File: config.mk
export PLATFORM = sky130hd
export DESIGN_NAME = load_align_unit_flat
export DESIGN_NICKNAME = d
export VERILOG_FILES = /design/src/rtl/load_align_unit_pkg.sv /design/src/rtl/load_align_unit_if.sv /design/src/rtl/load_align_unit.sv /design/src/flat_wrapper.sv
export SDC_FILE = /design/constraint.sdc
export NUM_CORES = 1
export LEC_CHECK = 0
export BUFFER_PORTS_ARGS = -buffer_cell sky130_fd_sc_hd__buf_2
export CORE_MARGIN = 3
export CORE_UTILIZATION = 55
export DETAILED_ROUTE_END_ITERATION = 16
export PLACE_DENSITY = 0.89
export SLEW_MARGIN = 20
export SYNTH_ARGS = -nofsm -noshare
export SYNTH_HDL_FRONTEND = slang
export SYNTH_SLANG_ARGS = --single-unit
File: constraint.sdc
create_clock -name clk -period 3.64 [get_ports clk]
set_clock_uncertainty 0.15 [all_clocks]
set_input_delay 0.728 -clock clk [delete_from_list [all_inputs] [get_ports clk]]
set_output_delay 0.728 -clock clk [all_outputs]
set_load 0.01 [all_outputs]
File: src/rtl/load_align_unit_pkg.sv
// Core-wide shared types: memory access operation encoding used by the load path.
package CorePack;

    typedef enum logic [2:0] {
        MEM_NO = 3'd0,
        MEM_B  = 3'd1,
        MEM_H  = 3'd2,
        MEM_W  = 3'd3,
        MEM_D  = 3'd4,
        MEM_UB = 3'd5,
        MEM_UH = 3'd6,
        MEM_UW = 3'd7
    } mem_op_enum;

endpackage

File: src/rtl/load_align_unit_if.sv
// Request / memory / response bundle of the load-align unit; slave = the unit itself.
interface load_align_unit_if #(
    parameter int unsigned DATA_W = 64,
    parameter int unsigned ADDR_W = 64
);
    import CorePack::*;

    logic              req_valid;
    logic              req_ready;
    logic [ADDR_W-1:0] req_addr;
    mem_op_enum        req_op;
    logic              mem_req_valid;
    logic              mem_req_ready;
    logic [ADDR_W-1:0] mem_req_addr;
    logic              mem_rsp_valid;
    logic [DATA_W-1:0] mem_rsp_data;
    logic              rsp_valid;
    logic              rsp_ready;
    logic [DATA_W-1:0] rsp_data;
    logic              rsp_err;

    modport slave (
        input  req_valid, req_addr, req_op, mem_req_ready, mem_rsp_valid, mem_rsp_data, rsp_ready,
        output req_ready, mem_req_valid, mem_req_addr, rsp_valid, rsp_data, rsp_err
    );

    modport master (
        output req_valid, req_addr, req_op, mem_req_ready, mem_rsp_valid, mem_rsp_data, rsp_ready,
        input  req_ready, mem_req_valid, mem_req_addr, rsp_valid, rsp_data, rsp_err
    );

endinterface

File: src/rtl/load_align_unit.sv
// Load data path: one or two word reads, merge, shift, truncate and extend.
// Optional macro MISALIGN_TRAP_EN: word-crossing loads return rsp_err instead of two reads.
module load_align_unit #(
    parameter int unsigned DATA_W = 64,
    parameter int unsigned ADDR_W = 64
) (
    input  logic               clk,
    input  logic               rstn,
    load_align_unit_if.slave   bus
);
    import CorePack::*;

    localparam int unsigned BYTES = DATA_W / 8;
    localparam int unsigned OFF_W = $clog2(BYTES);
    localparam int unsigned SZ_W  = 4;

    typedef enum logic [2:0] {IDLE, REQ_LO, WAIT_LO, REQ_HI, WAIT_HI, DONE} state_t;

    function automatic logic [SZ_W-1:0] op_size(input mem_op_enum op);
        case (op)
            MEM_B, MEM_UB: op_size = 4'd1;
            MEM_H, MEM_UH: op_size = 4'd2;
            MEM_W, MEM_UW: op_size = 4'd4;
            MEM_D:         op_size = 4'd8;
            default:       op_size = 4'd0;
        endcase
    endfunction

    function automatic logic is_split(input logic [OFF_W-1:0] off, input mem_op_enum op);
        is_split = (SZ_W'(off) + op_size(op)) > SZ_W'(BYTES);
    endfunction

    // Shift the {hi,lo} pair down to the addressed byte, then truncate and extend.
    function automatic logic [DATA_W-1:0] align(input logic [2*DATA_W-1:0] pair,
                                                input logic [OFF_W-1:0]    off,
                                                input mem_op_enum          op);
        logic [2*DATA_W-1:0] sh;
        logic [DATA_W-1:0]   raw;
        sh  = pair >> {off, 3'b000};
        raw = sh[DATA_W-1:0];
        case (op)
            MEM_B:   align = DATA_W'($signed(raw[7:0]));
            MEM_H:   align = DATA_W'($signed(raw[15:0]));
            MEM_W:   align = DATA_W'($signed(raw[31:0]));
            MEM_UB:  align = DATA_W'(raw[7:0]);
            MEM_UH:  align = DATA_W'(raw[15:0]);
            MEM_UW:  align = DATA_W'(raw[31:0]);
            MEM_D:   align = raw;
            default: align = '0;
        endcase
    endfunction

    state_t            state_q, state_d;
    logic [ADDR_W-1:0] addr_q, addr_d;
    mem_op_enum        op_q, op_d;
    logic [DATA_W-1:0] lo_q, lo_d;
    logic              req_ready_q, req_ready_d;
    logic              mem_req_valid_q, mem_req_valid_d;
    logic [ADDR_W-1:0] mem_req_addr_q, mem_req_addr_d;
    logic              rsp_valid_q, rsp_valid_d;
    logic [DATA_W-1:0] rsp_data_q, rsp_data_d;
    logic              rsp_err_q, rsp_err_d;

    logic [OFF_W-1:0]  off_q_c;
    logic [OFF_W-1:0]  off_in_c;
    logic              reject_c;

    always_comb begin
        state_d         = state_q;
        addr_d          = addr_q;
        op_d            = op_q;
        lo_d            = lo_q;
        req_ready_d     = req_ready_q;
        mem_req_valid_d = mem_req_valid_q;
        mem_req_addr_d  = mem_req_addr_q;
        rsp_valid_d     = rsp_valid_q;
        rsp_data_d      = rsp_data_q;
        rsp_err_d       = rsp_err_q;

        off_q_c  = addr_q[OFF_W-1:0];
        off_in_c = bus.req_addr[OFF_W-1:0];
`ifdef MISALIGN_TRAP_EN
        reject_c = (bus.req_op == MEM_NO) || (op_size(bus.req_op) > SZ_W'(BYTES)) ||
                   is_split(off_in_c, bus.req_op);
`else
        reject_c = (bus.req_op == MEM_NO) || (op_size(bus.req_op) > SZ_W'(BYTES));
`endif

        case (state_q)
            IDLE: begin
                if (bus.req_valid && req_ready_q) begin
                    addr_d      = bus.req_addr;
                    op_d        = bus.req_op;
                    lo_d        = '0;
                    req_ready_d = 1'b0;
                    if (reject_c) begin
                        // No memory traffic: MEM_NO is a clean zero, anything else is an error.
                        state_d     = DONE;
                        rsp_valid_d = 1'b1;
                        rsp_data_d  = '0;
                        rsp_err_d   = (bus.req_op != MEM_NO);
                    end else begin
                        state_d         = REQ_LO;
                        mem_req_valid_d = 1'b1;
                        mem_req_addr_d  = {bus.req_addr[ADDR_W-1:OFF_W], OFF_W'(0)};
                    end
                end
            end
            REQ_LO: begin
                if (bus.mem_req_ready) begin
                    state_d         = WAIT_LO;
                    mem_req_valid_d = 1'b0;
                end
            end
            WAIT_LO: begin
                if (bus.mem_rsp_valid) begin
                    lo_d = bus.mem_rsp_data;
`ifndef MISALIGN_TRAP_EN
                    if (is_split(off_q_c, op_q)) begin
                        state_d         = REQ_HI;
                        mem_req_valid_d = 1'b1;
                        mem_req_addr_d  = {addr_q[ADDR_W-1:OFF_W], OFF_W'(0)} + ADDR_W'(BYTES);
                    end else
`endif
                    begin
                        state_d     = DONE;
                        rsp_valid_d = 1'b1;
                        rsp_data_d  = align({DATA_W'(0), bus.mem_rsp_data}, off_q_c, op_q);
                        rsp_err_d   = 1'b0;
                    end
                end
            end
`ifndef MISALIGN_TRAP_EN
            REQ_HI: begin
                if (bus.mem_req_ready) begin
                    state_d         = WAIT_HI;
                    mem_req_valid_d = 1'b0;
                end
            end
            WAIT_HI: begin
                if (bus.mem_rsp_valid) begin
                    state_d     = DONE;
                    rsp_valid_d = 1'b1;
                    rsp_data_d  = align({bus.mem_rsp_data, lo_q}, off_q_c, op_q);
                    rsp_err_d   = 1'b0;
                end
            end
`endif
            DONE: begin
                if (bus.rsp_ready) begin
                    state_d     = IDLE;
                    rsp_valid_d = 1'b0;
                    rsp_data_d  = '0;
                    rsp_err_d   = 1'b0;
                    req_ready_d = 1'b1;
                end
            end
            default: begin
                state_d         = IDLE;
                req_ready_d     = 1'b1;
                mem_req_valid_d = 1'b0;
                rsp_valid_d     = 1'b0;
            end
        endcase
    end

    always_ff @(posedge clk or negedge rstn) begin
        if (!rstn) begin
            state_q         <= IDLE;
            addr_q          <= '0;
            op_q            <= MEM_NO;
            lo_q            <= '0;
            req_ready_q     <= 1'b1;
            mem_req_valid_q <= 1'b0;
            mem_req_addr_q  <= '0;
            rsp_valid_q     <= 1'b0;
            rsp_data_q      <= '0;
            rsp_err_q       <= 1'b0;
        end else begin
            state_q         <= state_d;
            addr_q          <= addr_d;
            op_q            <= op_d;
            lo_q            <= lo_d;
            req_ready_q     <= req_ready_d;
            mem_req_valid_q <= mem_req_valid_d;
            mem_req_addr_q  <= mem_req_addr_d;
            rsp_valid_q     <= rsp_valid_d;
            rsp_data_q      <= rsp_data_d;
            rsp_err_q       <= rsp_err_d;
        end
    end

    assign bus.req_ready     = req_ready_q;
    assign bus.mem_req_valid = mem_req_valid_q;
    assign bus.mem_req_addr  = mem_req_addr_q;
    assign bus.rsp_valid     = rsp_valid_q;
    assign bus.rsp_data      = rsp_data_q;
    assign bus.rsp_err       = rsp_err_q;

endmodule

File: src/flat_wrapper.sv
// flat-port wrapper written by rule: the top's interface ports become plain ports
module load_align_unit_flat import CorePack::*;
#(
    parameter int unsigned DATA_W = 64,
    parameter int unsigned ADDR_W = 64
)
  (clk, rstn, bus_req_valid, bus_req_addr, bus_req_op, bus_mem_req_ready, bus_mem_rsp_valid, bus_mem_rsp_data, bus_rsp_ready, bus_req_ready, bus_mem_req_valid, bus_mem_req_addr, bus_rsp_valid, bus_rsp_data, bus_rsp_err);
  load_align_unit_if #(.DATA_W(DATA_W), .ADDR_W(ADDR_W)) bus_i ();
  input  logic clk;
  input  logic rstn;
  input wire logic [$bits(bus_i.req_valid)-1:0] bus_req_valid;
  input wire logic [$bits(bus_i.req_addr)-1:0] bus_req_addr;
  input wire logic [$bits(bus_i.req_op)-1:0] bus_req_op;
  input wire logic [$bits(bus_i.mem_req_ready)-1:0] bus_mem_req_ready;
  input wire logic [$bits(bus_i.mem_rsp_valid)-1:0] bus_mem_rsp_valid;
  input wire logic [$bits(bus_i.mem_rsp_data)-1:0] bus_mem_rsp_data;
  input wire logic [$bits(bus_i.rsp_ready)-1:0] bus_rsp_ready;
  output wire logic [$bits(bus_i.req_ready)-1:0] bus_req_ready;
  output wire logic [$bits(bus_i.mem_req_valid)-1:0] bus_mem_req_valid;
  output wire logic [$bits(bus_i.mem_req_addr)-1:0] bus_mem_req_addr;
  output wire logic [$bits(bus_i.rsp_valid)-1:0] bus_rsp_valid;
  output wire logic [$bits(bus_i.rsp_data)-1:0] bus_rsp_data;
  output wire logic [$bits(bus_i.rsp_err)-1:0] bus_rsp_err;
  assign bus_i.req_valid = bus_req_valid;
  assign bus_i.req_addr = bus_req_addr;
  assign bus_i.req_op = bus_req_op;
  assign bus_i.mem_req_ready = bus_mem_req_ready;
  assign bus_i.mem_rsp_valid = bus_mem_rsp_valid;
  assign bus_i.mem_rsp_data = bus_mem_rsp_data;
  assign bus_i.rsp_ready = bus_rsp_ready;
  assign bus_req_ready = bus_i.req_ready;
  assign bus_mem_req_valid = bus_i.mem_req_valid;
  assign bus_mem_req_addr = bus_i.mem_req_addr;
  assign bus_rsp_valid = bus_i.rsp_valid;
  assign bus_rsp_data = bus_i.rsp_data;
  assign bus_rsp_err = bus_i.rsp_err;
  load_align_unit #(.DATA_W(DATA_W), .ADDR_W(ADDR_W)) u_core (.clk(clk), .rstn(rstn), .bus(bus_i));
endmodule
==> flow_metrics.py, run 1 <==
metrics = {
    "status": {
        "outcome": "complete, no violations",
    },
    "placed_design": {
        "hpwl_um": 35900,
        "placed_cell_area_mm2": 0.0178,
        "gp_congestion": 1.00,
        "portBuffers": 265,
        "dp.cells": 2191,
    },
    "synth": {
        "synth_cell_type_count": 68,
        "synthArstFlopShare_pct": 100,
        "synth_area_leader_cell": "dfrtp_1",
        "synth_edf_count": 0,
        "yosysMostFrequentCell": "dfrtp_1",
        "syn-cell-area_mm2": 0.0161,
        "ys_seq_elements": 263,
        "synth_commonest_cells": "262 x dfrtp_1, 159 x nand2_1, 149 x mux2i_1, 139 x o21ai_0, 115 x mux2_2",
        "netlist_instances": 1639,
        "synth_top_area_share_pct": 40.6,
        "synth_flop_cell": "dfrtp_1",
        "ys_seq_area_share_pct": 40.8,
        "avgSynthCellArea_um2": 9.85,
        "synthTopCellsByArea": "dfrtp_1 41%, mux2i_1 9.2%, mux2_2 8.0%",
        "ys_warn_count": 0,
    },
    "detailed_routing": {
        "routed_wl_um": 51400,
        "vias": 14900,
        "vias_per_cell": 6.63,
        "drt_first_iter_violations": 2068,
        "first_pass_iters": 10,
        "wire_per_inst_um": 22.8,
        "drc": 0,
        "ant_nets": 0,
    },
    "sta": {
        "slew_headroom_pct": 32.4,
        "setup_viol": 0,
        "period_minus_slack_ps": 3140,
        "min_period_over_period_pct": 86.3,
        "worst-slew-pin-transition_ps": 1010,
        "fin_tns_setup_ps": 0,
        "max_freq_mhz": 318,
        "rsz0062_at_grt": "false",
        "slew_violations": 0,
        "hold_viol": 0,
        "hold_slack_ps": 0.398,
    },
    "finish": {
        "drive_gt1_share_pct": 28.9,
        "fin_area_mm2": 0.0188,
        "area_growth_pct": 16.3,
        "fin_cells": 2254,
        "fillCellCount": 2184,
        "nets": 1982,
        "fin_util_pct": 65.2,
        "regArea_mm2": 0.00659,
        "multi_input_area_mm2": 0.00889,
    },
    "global_routing": {
        "use_met1_pct": 43.5,
        "grt_overflow": 0,
        "grtUsageTotal_pct": 31.6,
        "antenna_found_initial": 13,
        "grt_pass1_wl_um": 79400,
        "grtUsageMet2_pct": 47.0,
        "grtUsageMet3_pct": 10.2,
        "grt-busiest-layer": "met2",
        "grt_max_degree": 110,
        "grt_pass1_vias": 14200,
    },
    "floorplan": {
        "die_area_mm2": 0.0314,
        "die_y_um": 177,
        "initial_core_util_pct": 56.1,
        "die-width_um": 177,
        "ioPinCount": 269,
        "num_rows": 62,
        "coreArea_mm2": 0.0288,
    },
    "clock_tree": {
        "tritoncts": "yes",
        "postCtsSetupBuffers": 0,
        "cts.sinks": 263,
        "clk_latency_ps": 580,
        "hold_buffers": 0,
        "clk_path_buf_depth": 3,
        "cts_root_buf": "clkbuf_16",
        "htreeDepth": 1,
        "cts_resized": 0,
        "numCtsBuffers": 29,
        "clkSlewWorstSetupHoldPaths_ps": 60,
    },
    "pwr": {
        "swShare_pct": 43.3,
        "combPwrFrac_pct": 50.7,
        "p_sw_mw": 7.49,
        "p_int_mw": 9.80,
        "p_seq_share_pct": 32.2,
        "p_leak_nw": 8.37,
        "ir_worst_vdd_mv": 0.549,
        "power_frac_clock_pct": 17.2,
        "power.density_mw_per_mm2": 921,
    },
    "setup_path": {
        "crit_chain": "nor2b_1 > ha_1 > a21o_1 > a21oi_1 > xnor2_1 > a21oi_2 > or2_2 > buf_12 > mux2_2",
        "crit_required_ps": 3940,
        "critPathKind": "flop to flop",
        "cp.arrival_ps": 3440,
        "reg2reg_from": "u_core.op_q[1]",
        "crit_path_max_fanout": 61,
        "crit_path_end_kind": "flop",
        "r2r_slack_ps": 500,
        "max_stage_delay_ps": 550,
        "critPathLaunchType": "flop",
        "cpMaxStageDelayCell": "dfrtp_1",
        "rr_worst_depth": 9,
        "worstReg2RegEnd": "u_core.bus.mem_req_addr[16]",
    },
    "hold_path": {
        "hp-class": "input port to async pin",
    },
    "job": {
        "maxCapViolCount": 0,
    },
}
==> logic make-up (layout without fill, tap and decap cells) <==
| logic type | after synthesis | after routing | synth area share (%) |
|---|---|---|---|
| AOI/OAI and AO/OA | 483 | 483 | 20.2 |
| adders and majority gates | 7 | 7 | 0.589 |
| buffers and inverters | 161 | 381 | 4.42 |
| DFF | 263 | 263 | 40.8 |
| muxes | 281 | 281 | 19.6 |
| xor gates and xnor gates | 59 | 59 | 3.20 |
| and+or+nand+nor | 384 | 384 | 11.3 |
| other | 1 | 12 | 0.0232 |
==> cell type report <==
class | count | area share (%)
timing repair buffer | 305 | 9.25
multi-input combinational | 1217 | 47.4
clock inverter | 13 | 0.660
sequential | 263 | 35.1
antenna | 9 | 0.120
inverter | 22 | 0.440
tap | 384 | 2.56
clock buffer | 41 | 4.53
==> state kept, by name, summed over array words and instances (netlist names) <==
signal / cells
u_core.bus.mem_req_addr: 61
u_core.op_q: 3
u_core.bus.req_ready: 1
u_core.state_q: 3
u_core.bus.rsp_valid: 1
u_core.bus.rsp_err: 1
u_core.bus.rsp_data: 64
u_core.bus.mem_req_valid: 1
u_core.lo_q: 64
u_core.addr_q: 64
==> metal layers <==
layer	routed length, um	part of all wire (%)
met3	6540	13
met4	1960	3.8
met1	20000	39
met2	22800	44
met5	62	0.12
==> how the worst max path moves through the flow <==
stage,startpoint,to
3_5_place_dp,u_core.op_q[0],u_core.bus.mem_req_addr[27]
3_3_place_gp,u_core.op_q[0],u_core.bus.mem_req_addr[15]
6_report,u_core.op_q[1],u_core.bus.mem_req_addr[16]
5_1_grt,u_core.op_q[1],u_core.bus.mem_req_addr[16]
4_1_cts,u_core.op_q[0],u_core.bus.mem_req_addr[16]
2_1_floorplan,u_core.op_q[1],u_core.bus.mem_req_addr[10]
==> placed cells by master, fill, tap and decap left out, types with 12 or more instances in the layout <==
cell,n
a21oi_1,81
a21oi_2,21
a22o_1,64
a31oi_1,17
buf_2,264
buf_4,32
clkbuf_16,29
dfrtp_1,260
inv_1,21
mux2_2,115
mux2i_1,149
mux4_2,16
nand2_1,158
nand3_1,35
nand4_1,20
nor2_1,80
nor2b_1,14
nor3_1,22
o211ai_1,12
o21ai_0,138
o221ai_1,28
o22ai_1,30
xnor2_1,34
xor2_1,25
==> critical path, delay by kind of cell (launching register included) <==
kind	cells	cell delay, ps
simple gates	2	660
mux	1	320
buf+inv	1	190
fa+ha+maj	1	290
xor+xnor	1	250
compound gates	3	550
flops	1	550
==> power groups by stage <==
stage | combinational [mW] | sequential, mW | clock [mW]
3_3_place_gp | 8.27 | 5.44 | 0
5_1_grt | 9.43 | 5.71 | 3.12
2_1_floorplan | 6.01 | 5.47 | 0
4_1_cts | 8.60 | 5.50 | 2.98
3_5_place_dp | 8.51 | 5.53 | 0
6_report | 8.76 | 5.56 | 2.97
==> stage by stage <==
stage | power (mW) | worst slack (ps)
floorplan | 11.5 | 607
global placement | 13.7 | 625
detailed placement | 14.0 | 533
CTS | 17.1 | 530
global route | 18.3 | 331
finish | 17.3 | 499
Note: power is estimated with default switching activity, not from simulation.
==> run 2: changes to the inputs <==
==> constraint.sdc (replaced) <==
create_clock -name clk -period 3.98 [get_ports clk]
set_clock_uncertainty 0.15 [all_clocks]
set_input_delay 0.796 -clock clk [delete_from_list [all_inputs] [get_ports clk]]
set_output_delay 0.796 -clock clk [all_outputs]
set_load 0.01 [all_outputs]
==> flow_metrics.py, run 2 (synthesis gave the netlist of run 1 again) <==
metrics = {
    "detailed_routing": {
        "wire_per_inst_um": 23.3,
        "first_pass_iters": 9,
        "vias": 15000,
        "ant_nets": 0,
        "vias_per_cell": 6.67,
        "routed_wl_um": 52400,
        "drt_first_iter_violations": 2136,
        "drc": 0,
    },
    "clock_tree": {
        "clkSlewWorstSetupHoldPaths_ps": 60,
        "numCtsBuffers": 27,
        "clk_path_buf_depth": 3,
        "cts_root_buf": "clkbuf_16",
        "htreeDepth": 1,
        "cts.sinks": 263,
        "clk_latency_ps": 560,
        "tritoncts": "yes",
        "cts_resized": 0,
        "postCtsSetupBuffers": 0,
        "hold_buffers": 0,
    },
    "pwr": {
        "ir_worst_vdd_mv": 0.509,
        "power.density_mw_per_mm2": 843,
        "p_sw_mw": 6.86,
        "power_frac_clock_pct": 16.6,
        "p_int_mw": 8.87,
        "swShare_pct": 43.6,
        "combPwrFrac_pct": 51.2,
        "power.total_mw": 15.7,
        "p_seq_share_pct": 32.2,
        "p_leak_nw": 8.28,
    },
    "finish": {
        "fin_cells": 2251,
        "nets": 1972,
        "layout_common_cells": "264 x buf_2, 260 x dfrtp_1, 158 x nand2_1",
        "area_growth_pct": 15.6,
        "drive_gt1_share_pct": 28.5,
        "layout_commonest_cell": "buf_2",
        "fillCellCount": 2210,
        "fin_area_mm2": 0.0187,
        "fin_util_pct": 64.9,
    },
    "setup_path": {
        "crit_path_max_fanout": 21,
        "critPathKind": "flop to flop",
        "crit_start": "u_core.op_q[0]",
        "crit_path_end_kind": "flop",
        "rr_worst_depth": 10,
        "reg2reg_from": "u_core.op_q[0]",
        "max_stage_delay_ps": 490,
        "critPathLaunchType": "flop",
        "cp.arrival_ps": 3820,
        "crit_chain": "inv_1 > nor2_1 > ha_1 > fa_1 > xor2_1 > or3_1 > a21oi_2 > or2_2 > buf_4 > mux2_2",
        "crit_required_ps": 4270,
        "cpMaxStageDelayCell": "or2_2",
    },
    "placed_design": {
        "portBuffers": 265,
        "placed_cell_area_mm2": 0.0177,
        "gp_congestion": 0.979,
        "dp.cells": 2183,
        "hpwl_um": 36000,
        "post-place-ws_ps": 541,
    },
    "sta": {
        "hold_viol": 0,
        "setup_viol": 0,
        "slew_violations": 0,
        "period_minus_slack_ps": 3530,
        "fin_tns_setup_ps": 0,
        "rsz0062_at_grt": "false",
        "slew_headroom_pct": 32.3,
        "worst-slew-pin-transition_ps": 1020,
        "min_period_over_period_pct": 88.7,
        "worst_slack_ps": 448,
        "max_freq_mhz": 283,
        "hold_slack_ps": 153,
    },
    "floorplan": {
        "die_y_um": 177,
        "num_rows": 62,
        "die-width_um": 177,
        "ioPinCount": 269,
        "initial_core_util_pct": 56.1,
        "die_area_mm2": 0.0314,
        "coreArea_mm2": 0.0288,
    },
    "global_routing": {
        "grt_pass1_vias": 14400,
        "use_met1_pct": 44.6,
        "grtUsageMet2_pct": 48.1,
        "grtUsageMet3_pct": 9.37,
        "antenna_found_initial": 28,
        "grt-busiest-layer": "met2",
        "grt_pass1_wl_um": 80700,
        "grt_overflow": 0,
        "grtUsageTotal_pct": 32.1,
        "grt_max_degree": 106,
    },
    "hold_path": {
        "hp-class": "input port to async pin",
    },
    "job": {
        "maxCapViolCount": 0,
    },
    "status": {
        "outcome": "complete, no violations",
    },
}
[run 2: worst max-delay path, delay by kind of cell, from the launching register on]
| kind | cells | cell delay [ps] |
|---|---|---|
| flip-flops | 1 | 450 |
| XOR/XNOR | 1 | 180 |
| adder cells (fa/ha/maj) | 2 | 620 |
| buffers and inverters | 2 | 470 |
| multiplexers | 1 | 360 |
| AO/OA/AOI/OAI | 1 | 200 |
| AND/OR/NAND/NOR | 3 | 970 |
[run 2: worst paths after layout]
kind,slack (ps),end
max in group asynchronous,2640,u_core.lo_q[17]
min in group clk,320,u_core.addr_q[31]
min,150,u_core.state_q[1]
max,450,u_core.bus.mem_req_addr[47]
min reg2reg,330,u_core.bus.rsp_err
max reg2reg,450,u_core.bus.mem_req_addr[47]
[run 2: power by group through the flow]
stage	Clock (mW)	Sequential (mW)	Combinational (mW)
5_1_grt	2.74	5.21	8.66
4_1_cts	2.63	5.02	7.89
3_5_place_dp	0	5.03	7.80
6_report	2.60	5.07	8.06
2_1_floorplan	0	5.01	5.49
3_3_place_gp	0	4.98	7.56
[run 2: metal layers]
metal,share of wire [%],vias to the layer above
li1,-,6501
met1,40,7273
met2,44,1043
met3,12,183
met4,3.9,20
met5,0.19,-
[run 2: area by class of cell]
class	count	area, um2	share of cell area, %
multi-input combinational	1217	8890	47.6
sequential	263	6590	35.3
timing repair buffer	297	1660	8.92
clock buffer	37	783	4.20
tap	384	480	2.57
clock inverter	12	126	0.677
inverter	22	82.6	0.442
antenna	19	47.5	0.255
